--- src/rtl/tick_time_counter.sv ---
// tick_time_counter: BCD 24h clock fed by divider ticks, with run/pause and manual field set
module tick_time_counter #(
  parameter int HR_MAX  = 24,
  parameter int MIN_MAX = 60,
  parameter int SEC_MAX = 60
) (
  input  logic       clk,
  input  logic       rst,
  input  logic       tick,
  input  logic       run,
  input  logic       set_mode,
  input  logic [1:0] set_sel,
  input  logic       inc,
  output logic [7:0] sec_bcd,
  output logic [7:0] min_bcd,
  output logic [7:0] hr_bcd,
  output logic       min_carry,
  output logic       day_wrap,
  output logic [1:0] state
);
  typedef enum logic [1:0] {IDLE = 2'd0, RUN = 2'd1, SET = 2'd2} state_t;
  localparam logic [7:0] SEC_TOP = 8'(((SEC_MAX - 1) / 10) * 16 + (SEC_MAX - 1) % 10);
  localparam logic [7:0] MIN_TOP = 8'(((MIN_MAX - 1) / 10) * 16 + (MIN_MAX - 1) % 10);
  localparam logic [7:0] HR_TOP  = 8'(((HR_MAX - 1) / 10) * 16 + (HR_MAX - 1) % 10);
  function automatic logic [7:0] bcd_inc(input logic [7:0] v, input logic wrap);
    return wrap ? 8'h00 : (v[3:0] == 4'd9) ? {v[7:4] + 4'd1, 4'd0} : v + 8'd1;
  endfunction
  state_t     state_q, state_d;
  logic [7:0] sec_q, sec_d, min_q, min_d, hr_q, hr_d;
  logic       carry_q, carry_d, day_q, day_d, tick_q, inc_q;
  logic       tick_rise, inc_rise, sec_wrap, min_wrap, hr_wrap;
  assign tick_rise = tick & ~tick_q;
  assign inc_rise  = inc & ~inc_q;
  assign sec_wrap  = sec_q == SEC_TOP;
  assign min_wrap  = min_q == MIN_TOP;
  assign hr_wrap   = hr_q == HR_TOP;
  always_comb begin
    state_d = set_mode ? SET : run ? RUN : IDLE;
    sec_d   = sec_q;
    min_d   = min_q;
    hr_d    = hr_q;
    carry_d = 1'b0;
    day_d   = 1'b0;
    if (state_q == RUN && tick_rise) begin
      sec_d   = bcd_inc(sec_q, sec_wrap);
      min_d   = sec_wrap ? bcd_inc(min_q, min_wrap) : min_q;
      hr_d    = (sec_wrap && min_wrap) ? bcd_inc(hr_q, hr_wrap) : hr_q;
      carry_d = sec_wrap;
      day_d   = sec_wrap & min_wrap & hr_wrap;
    end else if (state_q == SET && inc_rise) begin
      // set mode advances one field only; wraps do not ripple
      sec_d = (set_sel == 2'd0) ? bcd_inc(sec_q, sec_wrap) : sec_q;
      min_d = (set_sel == 2'd1) ? bcd_inc(min_q, min_wrap) : min_q;
      hr_d  = (set_sel == 2'd2) ? bcd_inc(hr_q, hr_wrap) : hr_q;
    end
  end
  always_ff @(posedge clk) begin
    if (rst) begin
      state_q <= IDLE;
      sec_q   <= 8'h00;
      min_q   <= 8'h00;
      hr_q    <= 8'h00;
      carry_q <= 1'b0;
      day_q   <= 1'b0;
      tick_q  <= 1'b0;
      inc_q   <= 1'b0;
    end else begin
      state_q <= state_d;
      sec_q   <= sec_d;
      min_q   <= min_d;
      hr_q    <= hr_d;
      carry_q <= carry_d;
      day_q   <= day_d;
      tick_q  <= tick;
      inc_q   <= inc;
    end
  end
  assign sec_bcd   = sec_q;
  assign min_bcd   = min_q;
  assign hr_bcd    = hr_q;
  assign min_carry = carry_q;
  assign day_wrap  = day_q;
  assign state     = state_q;
endmodule

--- config.mk ---
export PLATFORM = sky130hd
export DESIGN_NAME = tick_time_counter
export DESIGN_NICKNAME = d
export VERILOG_FILES = /design/src/rtl/tick_time_counter.sv
export SDC_FILE = /design/constraint.sdc
export NUM_CORES = 1
export LEC_CHECK = 0
export ABC_AREA = 1
export BUFFER_PORTS_ARGS = -buffer_cell sky130_fd_sc_hd__buf_2
export CAP_MARGIN = 30
export CORE_ASPECT_RATIO = 0.8
export CORE_MARGIN = 4
export CORE_UTILIZATION = 35
export CTS_BUF_LIST = sky130_fd_sc_hd__clkbuf_2
export DETAILED_ROUTE_END_ITERATION = 10
export GPL_ROUTABILITY_DRIVEN = 0
export PLACE_DENSITY = 0.58
export SLEW_MARGIN = 40
export SYNTH_ARGS = -nofsm -noshare
export SYNTH_HDL_FRONTEND = slang
export SYNTH_SLANG_ARGS = --single-unit
--- constraint.sdc ---
create_clock -name clk -period 3.4 [get_ports clk]
set_clock_uncertainty 0.05 [all_clocks]
set_input_delay 0.85 -clock clk [delete_from_list [all_inputs] [get_ports clk]]
set_output_delay 0.85 -clock clk [all_outputs]
set_load 0.1 [all_outputs]
Word level (Yosys, flattened, before mapping). Cells that the tools add are included.

Add/subtract/negate cells: 6. Multiplexer cells: 19. Equal/unequal tests: 12. Bitwise operators: 7. Reduce and logical (&&, ||, !) cells: 13.

Operators with widths (number): $mux W8 (17); $add A8 B1 Y8 const B (3); $eq A8 B7 Y1 const B (2); $add A4 B1 Y4 const B (3); $eq A4 B4 Y1 const B (3); $eq A8 B6 Y1 const B (1); $reduce_bool A2 Y1 (4); $reduce_and A3 Y1 (2); $and A1 B1 Y1 (4); $eq A2 B1 Y1 const B (2); $eq A2 B2 Y1 const B (2); $reduce_or A2 Y1 (2); $logic_and A1 B1 Y1 (3); $not A1 Y1 (3); $logic_not A2 Y1 (1); $mux W2 (1); $ne A2 B1 Y1 const B (1); $ne A2 B2 Y1 const B (1); $reduce_and A2 Y1 (1); $mux W1 (1).

Bits of input ports: 8. Output and inout bits: 28. Register bits: 30. Logic and storage cells: 66.

Longest topological paths before layout.
Depth after elaboration: 6. Depth in mapped cells: 10. Mapped depth without buffers: 10.

Least setup slack after synthesis. No wires, ideal clock.

Kind: reg-to-reg. Start: register sec_q[0] (netlist: sec_bcd[0]). End: register min_q[3] (netlist: min_bcd[3]). Path slack: 1110 ps. Setup time: 119 ps. Required time: 3231 ps. Arrival time: 2121 ps. Cell stages (with the launch flop): 10. Buffers on the path: 1. Clock period less this slack: 2290 ps. Cells stage by stage: dfxtp_1 > ha_1 > nand3_4 > nor2_4 > nand2_2 > nand2_4 > buf_6 > nand3_1 > nand2_1 > nor2_1.

Longest elaborated chain between the ends: 3.

Ends and longest elaborated chain: start: declaration (line 29) `logic [7:0] sec_q, sec_d, min_q, min_d, hr_q, hr_d;`; start signal: assignment (line 60) `sec_q <= 8'h00;`; start signal: assignment (line 69) `sec_q <= sec_d;`; $eq A8 B7 Y1 (line 34) `assign sec_wrap = sec_q == SEC_TOP;`; $ne A2 B2 Y1 (no line); $reduce_and A3 Y1 (no line); end signal: assignment (line 70) `min_q <= min_d;`; end: declaration (line 29).

No other way between the ends. A chain may end at the register's enable or synchronous reset.

Worst setup path after layout.
Start: register sec_q[4] (netlist: sec_bcd[4]). End: output port sec_bcd[4].

RTL lines: end: declaration (line 14) `output logic [7:0] sec_bcd,`.

No word-level cell between the ends.

==> flow_summary.json <==
{
  "whs_endpoint": "sec_bcd[6]$_SDFFE_PP0P_",
  "final_cells": 370,
  "outcome": "finished clean",
  "postCtsHoldBufs": 0,
  "required_ns": 2.50,
  "drtIter0Drc": 58,
  "worstHoldPathCells": 2,
  "cts_resized": 0,
  "synth.largest_area_cell": "dfxtp_1",
  "peakVddDrop_mv": 0.1322,
  "p_sw_uw": 176.8,
  "power_density_nw_per_um2": 286.0,
  "muxShareOfSynthArea": 0,
  "multi_input_area_sq_um": 1037,
  "reg2reg_depth": 7,
  "dpl.hpwl_mm": 2.982,
  "setup_viol": 0,
  "drive_above_1_share": 0.1948,
  "portBuffers": 35,
  "synth_top_family_by_area": "simple AND/OR/NAND/NOR gates",
  "nNetsFinal": 327,
  "wl_per_cell_microns": 10.69,
  "ctsHtreeMaxLevel": 2,
  "antenna_cells": 0,
  "synth_top_area_share": 0.3259,
  "cts_buffers": 5,
  "internal-power_uw": 420.0,
  "regArea_sq_um": 600.6,
  "grt_antenna_before_repair": 0,
  "hold_path_class": "flop to flop",
  "finalHoldViolCount": 0,
  "clkLatencyLatePin_ns": 0.37,
  "p_seq_frac": 0.604,
  "vias": 1756,
  "synth_xor_area_frac": 0.004752,
  "pre_cts_slack_ns": 1.334,
  "die_x_microns": 89.13,
  "synthAdderAreaFrac": 0.08147,
  "vias_per_cell": 4.746,
  "rr_startpoint": "sec_bcd[4]$_SDFFE_PP0P_",
  "synth_area_leaders": "dfxtp_1 (33%), nand2_1 (12%), inv_1 (8.4%)",
  "layout_setup_ws_ns": 1.132,
  "io_pins": 36,
  "r2r_slack_ns": 1.69,
  "die_area_sq_um": 6498,
  "report.final.slew_viol_count": 0,
  "wl_mm": 3.954,
  "ys_seq_elements": 30,
  "synth_compound_gate_area_share": 0.09708,
  "slowest_stage": "dfxtp_1",
  "grt_pass1_wl_mm": 6.548,
  "synth_nets": 290,
  "swShare": 0.2962,
  "dr.pass1.iters": 4,
  "grt_overflow": 0,
  "tns_ns": 0,
  "place_inst": 362,
  "grt_start_max_net_pins": 19,
  "max-slew-margin-rel": 0.6752,
  "fin_crit_ns": 2.268,
  "placementRows": 23,
  "tightest_slew_ns": 0.4906,
  "synth_cell_type_count": 30,
  "core-area_sq_um": 5065,
  "grt_use_total": 0.1275,
  "post_synth.cell_area_avg_sq_um": 6.826,
  "critPathMaxStageDelay_ns": 0.51,
  "fill_cells": 556,
  "min_from": "sec_bcd[6]$_SDFFE_PP0P_",
  "worstSetupEndpointType": "output port",
  "cp_max_fo": 8,
  "cts_buffer_depth": 2,
  "yosys.area_share.simple": 0.3795,
  "power_frac_comb": 0.098,
  "r2r-end": "min_bcd[4]$_SDFFE_PP0P_",
  "cts_root_buf": "clkbuf_2",
  "cts_tree": "done",
  "cts.clk_slew.worst_paths_ns": 0.16,
  "die_h_microns": 72.91,
  "worstSetupStartpointType": "flop",
  "worstPathCellList": "buf_2",
  "critPathKind": "flop to output port",
  "start_util": 0.3639,
  "clockPowerShare": 0.298,
  "drv_cap": 0,
  "max_freq_mhz": 440.9,
  "first_global_vias": 1446,
  "drc_errors": 0,
  "seq_area_frac_synth": 0.3259,
  "cts_setup_buffers": 0,
  "post-route-util": 0.4121,
  "clkSinkCount": 30,
  "synth_area_sq_um": 1843,
  "crit_family": "flip-flops",
  "p_leak_nw": 1.075,
  "total_power_uw": 596.8,
  "timing.critical_path.buf_inv": 1,
  "period_share": 0.6671,
  "crit_arrival_ns": 1.37,
  "area_delta_synth_final_pct": 13.24,
  "rsz0062_at_grt": "no",
  "synth_cells": 270,
  "ys_warn_count": 0,
  "ant_nets": 0
}
==> power groups by stage <==
stage	Combinational (mW)	Sequential, mW	Clock (mW)
after CTS	0.0591	0.361	0.187
after floorplan	0.0241	0.390	0
after global routing	0.0644	0.362	0.204
final	0.0586	0.361	0.178
after detailed placement	0.0589	0.368	0
after global placement	0.0587	0.368	0
==> registers in the layout (all words and copies together), names as in the netlist <==
signal	cells
min_carry	1
day_wrap	1
state	2
sec_bcd	8
min_bcd	8
inc_q	1
hr_bcd	8
tick_q	1
==> stage by stage <==
stage	hold WS [ns]	instance area, sq um
global route	0.4966	2087
finish	0.4715	2087
floorplan	0.6086	1843
detailed placement	0.4334	2048
CTS	0.4568	2087
global placement	0.4299	2048
==> kinds of logic after synthesis <==
family | after synthesis
AOI/OAI and AO/OA | 31
xor gates and xnor gates | 1
adders and majority gates | 12
buffers and inverters | 47
DFF | 30
and+or+nand+nor | 149
==> final cells by class <==
class / instances / share of cell area
clock buffers: 6 / 0.01439
clock inverters: 2 / 0.004197
inverters: 42 / 0.07554
multi-input cells: 193 / 0.4970
flip-flops and latches: 30 / 0.2878
well taps: 62 / 0.03717
repair buffers: 35 / 0.08393
==> cell usage in the layout, fill, tap and decap left out, drive strengths merged <==
cell type | netlist | final
nor3 | 5 | 5
ha | 12 | 12
a21oi | 17 | 17
buf | 3 | 35
inv | 41 | 41
nand2 | 64 | 64
or2 | 2 | 2
dfxtp | 30 | 30
nand4 | 9 | 9
a21boi | 2 | 2
clkbuf | 2 | 6
and2 | 2 | 2
nor2 | 39 | 39
and3 | 1 | 1
xor2 | 1 | 1
o21ai | 12 | 12
nand3 | 27 | 27
clkinv | 1 | 3
==> routing by layer <==
| metal | part of all wire | track usage | routed length, microns |
|---|---|---|---|
| met1 | 0.53 | 0.1960 | 2103 |
| met2 | 0.39 | 0.1627 | 1537 |
| met3 | 0.062 | 0.03837 | 247 |
| met4 | 0.016 | 0.04793 | 65 |
| met5 | 0 | 0 | 0 |
==> synthesized netlist by cell type (all sizes together) <==
library cell and instances:
and3 1, a21oi 17, a21boi 2, buf 3, dfxtp 30, nor2 39
clkinv 1, or2 2, nor3 5, clkbuf 2, o21ai 12, nand3 27
nand2 64, nand4 9, ha 12, inv 41, xor2 1, and2 2
==> worst max-delay path by stage <==
stage	startpoint	endpoint	slack, ns	depth (start not counted)
final	sec_bcd[4]$_SDFFE_PP0P_	sec_bcd[4]	1.13	1
after global routing	hr_bcd[4]$_SDFFE_PP0P_	hr_bcd[4]	1.05	1
after CTS	hr_bcd[2]$_SDFFE_PP0P_	hr_bcd[2]	1.10	1
after detailed placement	inc	sec_bcd[4]$_SDFFE_PP0P_	1.33	8
after global placement	tick	min_bcd[6]$_SDFFE_PP0P_	1.35	10
after floorplan	sec_bcd[0]$_SDFFE_PP0P_	min_bcd[3]$_SDFFE_PP0P_	1.11	9
(Power assumes the default switching activity.)
